`src/rtl/mpu6050_target_pkg.sv`:
```
// Shared definitions for the MPU-6050 I2C target emulation.
// Contents: register address map, reset values, FSM state encoding,
// 112-bit sample record and small helper functions.
// Optional feature macro: MPU6050_INT_EN (INT_ENABLE / INT_STATUS registers).
package mpu6050_target_pkg;

  localparam logic [6:0] A_SMPLRT_DIV   = 7'h19;
  localparam logic [6:0] A_CONFIG       = 7'h1A;
  localparam logic [6:0] A_GYRO_CONFIG  = 7'h1B;
  localparam logic [6:0] A_ACCEL_CONFIG = 7'h1C;
  localparam logic [6:0] A_INT_ENABLE   = 7'h38;
  localparam logic [6:0] A_INT_STATUS   = 7'h3A;
  localparam logic [6:0] A_SAMPLE_FIRST = 7'h3B;
  localparam logic [6:0] A_SAMPLE_LAST  = 7'h48;
  localparam logic [6:0] A_PWR_MGMT_1   = 7'h6B;
  localparam logic [6:0] A_WHO_AM_I     = 7'h75;

  localparam int unsigned SAMPLE_BYTES  = 14;
  localparam int unsigned PWR_SLEEP_BIT = 6;

  localparam logic [7:0] RST_CFG        = 8'h00;
  localparam logic [7:0] RST_PWR_MGMT_1 = 8'h40;

  typedef enum logic [2:0] {
    ST_IDLE,
    ST_ADDR,
    ST_ADDR_ACK,
    ST_WR_PTR,
    ST_WR_ACK,
    ST_WR_DATA,
    ST_RD_DATA,
    ST_RD_ACK
  } state_e;

  // MSB word first, matching the register order 0x3B..0x48
  typedef struct packed {
    logic [15:0] accel_x;
    logic [15:0] accel_y;
    logic [15:0] accel_z;
    logic [15:0] temp;
    logic [15:0] gyro_x;
    logic [15:0] gyro_y;
    logic [15:0] gyro_z;
  } sample_t;

  function automatic logic maj3(input logic [2:0] v);
    return (v[0] & v[1]) | (v[0] & v[2]) | (v[1] & v[2]);
  endfunction

  // Byte idx (0 = ACCEL_XOUT_H) of a sample record
  function automatic logic [7:0] sample_byte(input sample_t s, input logic [3:0] idx);
    logic [111:0] flat;
    logic [7:0]   b;
    flat = s;
    b    = '0;
    for (int unsigned i = 0; i < SAMPLE_BYTES; i++) begin
      if (idx == 4'(i)) b = flat[8*(SAMPLE_BYTES-1-i) +: 8];
    end
    return b;
  endfunction

endpackage

```
`src/rtl/mpu6050_i2c_target_if.sv`:
```
// I2C pin bundle between the bus (initiator side) and the target.
//   scl_i, sda_i : pin levels seen by the target (asynchronous)
//   sda_oe       : 1 = target pulls SDA low (open-drain)
interface mpu6050_i2c_target_if;
  logic scl_i;
  logic sda_i;
  logic sda_oe;

  modport master (output scl_i, output sda_i, input sda_oe);
  modport slave  (input scl_i, input sda_i, output sda_oe);
endinterface

```
`src/rtl/i2c_bus_cond.sv`:
```
// I2C input conditioning: 2-flop synchronizers, 3-sample majority filter,
// SCL edge strobes and START/STOP strobes.
//   clk, resetn        : system clock, async active-low reset
//   scl_i, sda_i       : raw pin inputs
//   sda_f              : filtered SDA level
//   scl_rise, scl_fall : one-cycle strobes on filtered SCL edges
//   start_det, stop_det: one-cycle strobes for START / STOP
module i2c_bus_cond
  import mpu6050_target_pkg::*;
(
  input  logic clk,
  input  logic resetn,
  input  logic scl_i,
  input  logic sda_i,
  output logic sda_f,
  output logic scl_rise,
  output logic scl_fall,
  output logic start_det,
  output logic stop_det
);

  logic [1:0] scl_sync_q, scl_sync_d, sda_sync_q, sda_sync_d;
  logic [2:0] scl_hist_q, scl_hist_d, sda_hist_q, sda_hist_d;
  logic       scl_filt_q, scl_filt_d, sda_filt_q, sda_filt_d;
  logic       scl_prev_q, scl_prev_d, sda_prev_q, sda_prev_d;

  always_comb begin
    scl_sync_d = {scl_sync_q[0], scl_i};
    sda_sync_d = {sda_sync_q[0], sda_i};
    scl_hist_d = {scl_hist_q[1:0], scl_sync_q[1]};
    sda_hist_d = {sda_hist_q[1:0], sda_sync_q[1]};
    scl_filt_d = maj3(scl_hist_q);
    sda_filt_d = maj3(sda_hist_q);
    scl_prev_d = scl_filt_q;
    sda_prev_d = sda_filt_q;
  end

  // Bus idles high, so everything resets to 1
  always_ff @(posedge clk or negedge resetn) begin
    if (!resetn) begin
      scl_sync_q <= '1;
      sda_sync_q <= '1;
      scl_hist_q <= '1;
      sda_hist_q <= '1;
      scl_filt_q <= 1'b1;
      sda_filt_q <= 1'b1;
      scl_prev_q <= 1'b1;
      sda_prev_q <= 1'b1;
    end else begin
      scl_sync_q <= scl_sync_d;
      sda_sync_q <= sda_sync_d;
      scl_hist_q <= scl_hist_d;
      sda_hist_q <= sda_hist_d;
      scl_filt_q <= scl_filt_d;
      sda_filt_q <= sda_filt_d;
      scl_prev_q <= scl_prev_d;
      sda_prev_q <= sda_prev_d;
    end
  end

  assign sda_f     = sda_filt_q;
  assign scl_rise  =  scl_filt_q & ~scl_prev_q;
  assign scl_fall  = ~scl_filt_q &  scl_prev_q;
  // SDA edge qualified by SCL being high on both sides of the edge
  assign start_det = scl_filt_q & scl_prev_q &  sda_prev_q & ~sda_filt_q;
  assign stop_det  = scl_filt_q & scl_prev_q & ~sda_prev_q &  sda_filt_q;

endmodule

```
`src/rtl/mpu6050_i2c_target.sv`:
```
// MPU-6050 register-subset I2C target.
//   clk, resetn  : 100 MHz clock, async active-low reset
//   bus          : I2C pins (slave modport: scl_i, sda_i in; sda_oe out)
//   sample_data  : ACCEL_X..GYRO_Z, 16 bits each, MSB word first
//   sample_valid : one-cycle strobe capturing sample_data into the shadow
//   sleep_o      : PWR_MGMT_1[6]
//   busy_o       : high from an addressed START until STOP
//   int_o        : INT_ENABLE[0] & DATA_RDY (only with MPU6050_INT_EN)
// Optional feature macro: MPU6050_INT_EN.
module mpu6050_i2c_target
  import mpu6050_target_pkg::*;
#(
  parameter logic [6:0] I2C_ADDR     = 7'h68,
  parameter logic [7:0] WHO_AM_I_VAL = 8'h68
) (
  input  logic                 clk,
  input  logic                 resetn,
  mpu6050_i2c_target_if.slave  bus,
  input  logic [111:0]         sample_data,
  input  logic                 sample_valid,
  output logic                 sleep_o,
  output logic                 busy_o
`ifdef MPU6050_INT_EN
  ,
  output logic                 int_o
`endif
);

  logic sda_f, scl_rise, scl_fall, start_det, stop_det;

  i2c_bus_cond u_cond (
    .clk       (clk),
    .resetn    (resetn),
    .scl_i     (bus.scl_i),
    .sda_i     (bus.sda_i),
    .sda_f     (sda_f),
    .scl_rise  (scl_rise),
    .scl_fall  (scl_fall),
    .start_det (start_det),
    .stop_det  (stop_det)
  );

  state_e     state_q, state_d;
  logic [3:0] cnt_q, cnt_d;
  logic [7:0] sh_q, sh_d;
  logic [6:0] tx_q, tx_d;
  logic [6:0] ptr_q, ptr_d;
  logic       rw_q, rw_d;
  logic       mack_q, mack_d;
  logic       sda_oe_q, sda_oe_d;
  logic       busy_q, busy_d;
  logic       wr_en, load_rd;
  logic [7:0] rd_data;

  logic [7:0] smplrt_q, smplrt_d, cfg_q, cfg_d, gyro_q, gyro_d, accel_q, accel_d;
  logic [7:0] pwr_q, pwr_d;
  sample_t    shadow_q, shadow_d, live_q, live_d;
  logic       pending_q, pending_d;
  logic       copy;

`ifdef MPU6050_INT_EN
  logic int_en_q, int_en_d, data_rdy_q, data_rdy_d, rd_status_q, rd_status_d;
  logic clr_rdy;
`endif

  // Register read mux at the current pointer
  always_comb begin
    rd_data = '0;
    if (ptr_q >= A_SAMPLE_FIRST && ptr_q <= A_SAMPLE_LAST)
      rd_data = sample_byte(live_q, 4'(ptr_q - A_SAMPLE_FIRST));
    case (ptr_q)
      A_SMPLRT_DIV:   rd_data = smplrt_q;
      A_CONFIG:       rd_data = cfg_q;
      A_GYRO_CONFIG:  rd_data = gyro_q;
      A_ACCEL_CONFIG: rd_data = accel_q;
      A_PWR_MGMT_1:   rd_data = pwr_q;
      A_WHO_AM_I:     rd_data = WHO_AM_I_VAL;
`ifdef MPU6050_INT_EN
      A_INT_ENABLE:   rd_data = {7'b0, int_en_q};
      A_INT_STATUS:   rd_data = {7'b0, data_rdy_q};
`endif
      default: ;
    endcase
  end

  // Protocol FSM. Bits are sampled on filtered SCL rise; every SDA drive
  // decision is taken on the filtered SCL fall and lands one clk later.
  always_comb begin
    state_d  = state_q;
    cnt_d    = cnt_q;
    sh_d     = sh_q;
    tx_d     = tx_q;
    ptr_d    = ptr_q;
    rw_d     = rw_q;
    mack_d   = mack_q;
    sda_oe_d = sda_oe_q;
    busy_d   = busy_q;
    wr_en    = 1'b0;
    load_rd  = 1'b0;
`ifdef MPU6050_INT_EN
    clr_rdy     = 1'b0;
    rd_status_d = rd_status_q;
`endif
    if (stop_det) begin
      state_d  = ST_IDLE;
      sda_oe_d = 1'b0;
      busy_d   = 1'b0;
    end else if (start_det) begin
      state_d  = ST_ADDR;
      cnt_d    = '0;
      sda_oe_d = 1'b0;
    end else begin
      case (state_q)
        ST_IDLE: ;
        ST_ADDR: begin
          if (scl_rise) begin
            sh_d  = {sh_q[6:0], sda_f};
            cnt_d = cnt_q + 4'd1;
          end else if (scl_fall && cnt_q == 4'd8) begin
            if (sh_q[7:1] == I2C_ADDR) begin
              state_d  = ST_ADDR_ACK;
              sda_oe_d = 1'b1;
              rw_d     = sh_q[0];
              busy_d   = 1'b1;
            end else begin
              state_d  = ST_IDLE;
              sda_oe_d = 1'b0;
            end
          end
        end
        ST_ADDR_ACK: begin
          if (scl_fall) begin
            if (rw_q) begin
              state_d = ST_RD_DATA;
              load_rd = 1'b1;
            end else begin
              state_d  = ST_WR_PTR;
              sda_oe_d = 1'b0;
              cnt_d    = '0;
            end
          end
        end
        ST_WR_PTR, ST_WR_DATA: begin
          if (scl_rise) begin
            sh_d  = {sh_q[6:0], sda_f};
            cnt_d = cnt_q + 4'd1;
          end else if (scl_fall && cnt_q == 4'd8) begin
            if (state_q == ST_WR_PTR) begin
              ptr_d = sh_q[6:0];
            end else begin
              wr_en = 1'b1;
              ptr_d = ptr_q + 7'd1;
            end
            state_d  = ST_WR_ACK;
            sda_oe_d = 1'b1;
          end
        end
        ST_WR_ACK: begin
          if (scl_fall) begin
            state_d  = ST_WR_DATA;
            sda_oe_d = 1'b0;
            cnt_d    = '0;
          end
        end
        ST_RD_DATA: begin
          if (scl_rise) begin
            cnt_d = cnt_q + 4'd1;
          end else if (scl_fall) begin
            if (cnt_q == 4'd8) begin
              state_d  = ST_RD_ACK;
              sda_oe_d = 1'b0;
              ptr_d    = ptr_q + 7'd1;
`ifdef MPU6050_INT_EN
              clr_rdy  = rd_status_q;
`endif
            end else begin
              sda_oe_d = ~tx_q[6];
              tx_d     = {tx_q[5:0], 1'b0};
            end
          end
        end
        ST_RD_ACK: begin
          if (scl_rise) begin
            mack_d = sda_f;
          end else if (scl_fall) begin
            if (!mack_q) begin
              state_d = ST_RD_DATA;
              load_rd = 1'b1;
            end else begin
              state_d  = ST_IDLE;
              sda_oe_d = 1'b0;
            end
          end
        end
        default: state_d = ST_IDLE;
      endcase
    end
    // Byte load shared by the address-ACK and initiator-ACK paths
    if (load_rd) begin
      sda_oe_d = ~rd_data[7];
      tx_d     = rd_data[6:0];
      cnt_d    = '0;
`ifdef MPU6050_INT_EN
      rd_status_d = (ptr_q == A_INT_STATUS);
`endif
    end
  end

  // Register file, shadow/live sample buffers
  always_comb begin
    smplrt_d  = smplrt_q;
    cfg_d     = cfg_q;
    gyro_d    = gyro_q;
    accel_d   = accel_q;
    pwr_d     = pwr_q;
    shadow_d  = shadow_q;
    live_d    = live_q;
    pending_d = pending_q;
`ifdef MPU6050_INT_EN
    int_en_d   = int_en_q;
    data_rdy_d = data_rdy_q;
`endif
    if (wr_en) begin
      case (ptr_q)
        A_SMPLRT_DIV:   smplrt_d = sh_q;
        A_CONFIG:       cfg_d    = sh_q;
        A_GYRO_CONFIG:  gyro_d   = sh_q;
        A_ACCEL_CONFIG: accel_d  = sh_q;
        A_PWR_MGMT_1:   pwr_d    = sh_q;
`ifdef MPU6050_INT_EN
        A_INT_ENABLE:   int_en_d = sh_q[0];
`endif
        default: ;
      endcase
    end
    // Live registers only change between transfers, so a burst never mixes samples
    copy = pending_q & ~busy_q;
    if (copy) begin
      live_d    = shadow_q;
      pending_d = 1'b0;
    end
    // A strobe coinciding with the copy stays pending for the next copy
    if (sample_valid && !pwr_q[PWR_SLEEP_BIT]) begin
      shadow_d  = sample_t'(sample_data);
      pending_d = 1'b1;
    end
`ifdef MPU6050_INT_EN
    if (clr_rdy) data_rdy_d = 1'b0;
    if (copy)    data_rdy_d = 1'b1;
`endif
  end

  always_ff @(posedge clk or negedge resetn) begin
    if (!resetn) begin
      state_q   <= ST_IDLE;
      cnt_q     <= '0;
      sh_q      <= '0;
      tx_q      <= '0;
      ptr_q     <= '0;
      rw_q      <= 1'b0;
      mack_q    <= 1'b1;
      sda_oe_q  <= 1'b0;
      busy_q    <= 1'b0;
      smplrt_q  <= RST_CFG;
      cfg_q     <= RST_CFG;
      gyro_q    <= RST_CFG;
      accel_q   <= RST_CFG;
      pwr_q     <= RST_PWR_MGMT_1;
      shadow_q  <= '0;
      live_q    <= '0;
      pending_q <= 1'b0;
`ifdef MPU6050_INT_EN
      int_en_q    <= 1'b0;
      data_rdy_q  <= 1'b0;
      rd_status_q <= 1'b0;
`endif
    end else begin
      state_q   <= state_d;
      cnt_q     <= cnt_d;
      sh_q      <= sh_d;
      tx_q      <= tx_d;
      ptr_q     <= ptr_d;
      rw_q      <= rw_d;
      mack_q    <= mack_d;
      sda_oe_q  <= sda_oe_d;
      busy_q    <= busy_d;
      smplrt_q  <= smplrt_d;
      cfg_q     <= cfg_d;
      gyro_q    <= gyro_d;
      accel_q   <= accel_d;
      pwr_q     <= pwr_d;
      shadow_q  <= shadow_d;
      live_q    <= live_d;
      pending_q <= pending_d;
`ifdef MPU6050_INT_EN
      int_en_q    <= int_en_d;
      data_rdy_q  <= data_rdy_d;
      rd_status_q <= rd_status_d;
`endif
    end
  end

  assign bus.sda_oe = sda_oe_q;
  assign sleep_o    = pwr_q[PWR_SLEEP_BIT];
  assign busy_o     = busy_q;
`ifdef MPU6050_INT_EN
  assign int_o      = int_en_q & data_rdy_q;
`endif

endmodule

```
`src/flat_wrapper.sv`:
```
// flat-port wrapper written by rule: the top's interface ports become plain ports
module mpu6050_i2c_target_flat import mpu6050_target_pkg::*;
#(
  parameter logic [6:0] I2C_ADDR     = 7'h68,
  parameter logic [7:0] WHO_AM_I_VAL = 8'h68
)
  (clk, resetn, sample_data, sample_valid, sleep_o, busy_o, bus_scl_i, bus_sda_i, bus_sda_oe);
  mpu6050_i2c_target_if bus_i ();
  input  logic clk;
  input  logic resetn;
  input  logic [111:0] sample_data;
  input  logic sample_valid;
  output logic sleep_o;
  output logic busy_o;
  input wire logic [$bits(bus_i.scl_i)-1:0] bus_scl_i;
  input wire logic [$bits(bus_i.sda_i)-1:0] bus_sda_i;
  output wire logic [$bits(bus_i.sda_oe)-1:0] bus_sda_oe;
  assign bus_i.scl_i = bus_scl_i;
  assign bus_i.sda_i = bus_sda_i;
  assign bus_sda_oe = bus_i.sda_oe;
  mpu6050_i2c_target #(.I2C_ADDR(I2C_ADDR), .WHO_AM_I_VAL(WHO_AM_I_VAL)) u_core (.clk(clk), .resetn(resetn), .bus(bus_i), .sample_data(sample_data), .sample_valid(sample_valid), .sleep_o(sleep_o), .busy_o(busy_o));
endmodule
```
`config.mk`:
```
export PLATFORM = sky130hd
export DESIGN_NAME = mpu6050_i2c_target_flat
export DESIGN_NICKNAME = d
export VERILOG_FILES = /design/src/rtl/mpu6050_target_pkg.sv /design/src/rtl/mpu6050_i2c_target_if.sv /design/src/rtl/i2c_bus_cond.sv /design/src/rtl/mpu6050_i2c_target.sv /design/src/flat_wrapper.sv
export SDC_FILE = /design/constraint.sdc
export NUM_CORES = 1
export LEC_CHECK = 0
export CORE_ASPECT_RATIO = 0.9
export CORE_MARGIN = 2
export CORE_UTILIZATION = 40
export CTS_BUF_LIST = sky130_fd_sc_hd__clkbuf_8
export DETAILED_ROUTE_END_ITERATION = 16
export PLACE_DENSITY_LB_ADDON = 0.3
export SLEW_MARGIN = 20
export SYNTH_ARGS = -nofsm -noshare
export SYNTH_HDL_FRONTEND = slang
export SYNTH_HIERARCHICAL = 1
export SYNTH_SLANG_ARGS = --single-unit
export TNS_END_PERCENT = 50
```
`constraint.sdc`:
```
create_clock -name clk -period 2.9 [get_ports clk]
set_input_delay 0.58 -clock clk [delete_from_list [all_inputs] [get_ports clk]]
set_output_delay 0.58 -clock clk [all_outputs]
set_load 0.02 [all_outputs]
```
==> run metrics <==
status finished, final reports clean; Critical Path Sink u_core/tx_q[6]$_DFFE_PN0P_; Synth Cell Area 14,080 µm²; Critical Path AT 3190 ps; Seq cells post-synth 312; final WL 34.43 mm; final instance area 16,970 µm²; Placer Congestion 0.9109; die width 201.7 µm; FF-to-FF setup slack 200 ps; via count 9,590; internal power 7.393 mW; critical path cell sequence buf_4 -> ha_1 -> nor2b_1 -> o21a_1 -> nor2_1 -> buf_4 -> o32ai_1 -> a211oi_1 -> o21ai_1 -> a31oi_1; dpl ws 252.9 ps; worst hold slack 355.9 ps; grt ovf 0; fin crit share 93.23%; post_cts resized 0; Total GRT Usage 18.98%; share of total power in sequential cells 52.9%; relative slew slack 61.38%; Worst path max stage delay 380 ps; Distinct cells, synth 76; largest net degree at the start of global routing 97; ys flop type dfrtp_1; Sw Ratio 25.86%; Initial Utilization 40.34%; Max-cap violations 0; synthesis-to-finish area growth 20.55%; Post-Synth Adder-Cell Area 1.049%; post-synthesis net count 1,232; synthesis warning total 6; Pre-antenna DRT Iters 9; maximum vdd drop 364.3 µV; PortBufs 119; vias per cell 5.449; power share of the clock group 37.0%; CTS root buf clkbuf_8; Worst-Skew Late Latency 590 ps; CP startpoint u_core/ptr_q[0]$_DFFE_PN0P_; vias in the first global route 9,777; Reg clk slew, reported paths 60 ps; storage element area 7828 µm²; most used cell along the critical path buf_4; CP required 3390 ps; full die area 36,710 µm²; Post-Synth Simple-Gate Area 7.733%; compound-cell area share of the yosys netlist 10.81%; most frequent cells in the layout dfrtp_1, mux2_2, clkdlybuf4s50_1; Setup Skew 23.79 ps; post-synth top area cell dfrtp_1; clock net sink count 312; H-tree depth 2; Placement Cell Area 15,960 µm²; main area contributors after synthesis dfrtp_1, mux2_2, dfstp_2, o21ai_0, nand2_1; Pleak 7.140 nW; DRC errors left 0; Post-CTS Setup Repair Bufs 0; antenna-violating nets left 0; gate count after technology mapping 1,105; P_sw 2.579 mW; Crit Reg-Reg Startpoint u_core/ptr_q[0]$_DFFE_PN0P_; Comb pwr share 10.1%; largest family of logic cells by synthesized area multiplexers; Initial DRC Count 639; ys async rst share 100.0%; max frequency 369.9 MHz; first-pass GRT wire length 55.10 mm; most common cell after layout, fill and taps aside dfrtp_1; final worst slack 196.4 ps; CP endpoint kind flip-flop; Worst Reg-to-Reg Cells 10; fillers 3,100; CTS max path bufs 3; CTS Hold Buffers Added 1; Worst Tran Pin Value 579.4 ps; sequential-to-total area share from yosys stat 55.61%; Routed WL per cell 19.56 µm; Rows 65; CTS buffer count 50; Synth Area in XOR/XNOR 0.1244%; Hold Crit Class reg2reg; DP HPWL 24.38 mm; DIE HEIGHT 182.0 µm; WS Path Type reg2reg; final hold viol count 0; Critical path buffers and inverters 2; final net count 1,378; CTS tree done; RSZ-0062 raised after global routing no; PwrDens 587.6 nW/µm²; number of synthesized flops with an enable pin 0; Critical Path Slowest Stage Cell a211oi_1; Setup crit start kind flip-flop; area of the multi-input gates 5883 µm²; Core ar. 34,890 µm²; share of layout cells above drive strength 1 33.08%; antenna violations before repair 0; PnR Total Power 9.972 mW; Synth top area share 52.62%; syn_area_per_cell 12.74 µm²; diode count 0; crit path max fanout 11; Setup TNS 0 ps; fin crit period 2704 ps; R2R Path End u_core/tx_q[6]$_DFFE_PN0P_; fin. max-slew vios 0; I/O pin count 120; post-synthesis mux area share 21.97%; critical path depth 10; Final setup viols 0; Top delay family on crit path compound AO/OA/AOI/OAI gates
==> power by group through the flow <==
stage / sequential [mW] / combinational (mW) / clock, mW
5_1_grt: 5.33 / 1.11 / 4.03
3_3_place_gp: 5.34 / 0.994 / 0
4_1_cts: 5.28 / 1.03 / 3.82
2_1_floorplan: 5.10 / 0.652 / 0
3_5_place_dp: 5.35 / 1.02 / 0
6_report: 5.28 / 1.01 / 3.69
==> Yosys cell counts, types with 13 or more instances <==
library cell  instances
buf_2                21
a21oi_1              30
nor2_1               43
mux2_2              272
clkbuf_1             35
dfrtp_1             296
inv_1                17
a22oi_1              24
nand2_1              51
dfstp_2              16
a31oi_1              13
nand3_1              20
o21ai_0              39
==> layout make-up <==
cell class	instances	area share (%)
inverters	20	0.4424
multi-input cells	706	34.67
well taps	469	3.458
flip-flops and latches	312	46.13
clock inverters	29	0.7521
clock buffers	63	5.110
repair buffers	161	9.438
==> registers in the layout (all words and copies together) (netlist names), 8 cells and up <==
signal	count
u_core/sh_q	8
u_core/shadow_q	112
u_core/cfg_q	8
u_core/pwr_q	8
u_core/gyro_q	8
u_core/smplrt_q	8
u_core/live_q	112
u_core/accel_q	8
==> metal layers <==
metal / GRT usage [%] / vias to the layer above / routed length (µm)
li1: - / 4380 / -
met1: 28.85 / 4847 / 17060
met2: 27.56 / 305 / 14650
met3: 3.607 / 58 / 2114
met4: 5.176 / 0 / 607
met5: 0 / - / 0
==> worst min path at each step <==
stage | to | slack (ps) | start | cells after the start
final | u_core/u_cond/scl_hist_q[0]$_DFF_PN1_ | 360 | u_core/u_cond/scl_sync_q[1]$_DFF_PN1_ | 0
after global routing | u_core/u_cond/scl_sync_q[1]$_DFF_PN1_ | 360 | u_core/u_cond/scl_sync_q[0]$_DFF_PN1_ | 0
after CTS | u_core/u_cond/scl_sync_q[1]$_DFF_PN1_ | 360 | u_core/u_cond/scl_sync_q[0]$_DFF_PN1_ | 0
after detailed placement | u_core/u_cond/scl_sync_q[1]$_DFF_PN1_ | 350 | u_core/u_cond/scl_sync_q[0]$_DFF_PN1_ | 0
after global placement | u_core/u_cond/sda_sync_q[1]$_DFF_PN1_ | 350 | u_core/u_cond/sda_sync_q[0]$_DFF_PN1_ | 0
after floorplan | u_core/accel_q[0]$_DFFE_PN0P_ | 280 | resetn | 0
==> through the flow <==
step,utilization [%],cells
floorplan,-,1105
global placement,45.76,1667
detailed placement,45.76,1667
CTS,48.64,1760
global route,48.64,1760
finish,48.64,1760
==> cells by family after synthesis <==
group                      Yosys count
DFF                                312
muxes                              275
xor gates and xnor gates             2
AOI/OAI and AO/OA                  213
and+or+nand+nor                    204
adders and majority gates           12
buffers and inverters               87
==> worst reg2reg max path: stages (launching register included) <==
cell,delay (ps)
dfrtp_1,370
buf_4,180
ha_1,320
nor2b_1,230
o21a_1,170
nor2_1,360
buf_4,230
o32ai_1,90
a211oi_1,380
o21ai_1,130
a31oi_1,170
(Power assumes the default switching activity.)
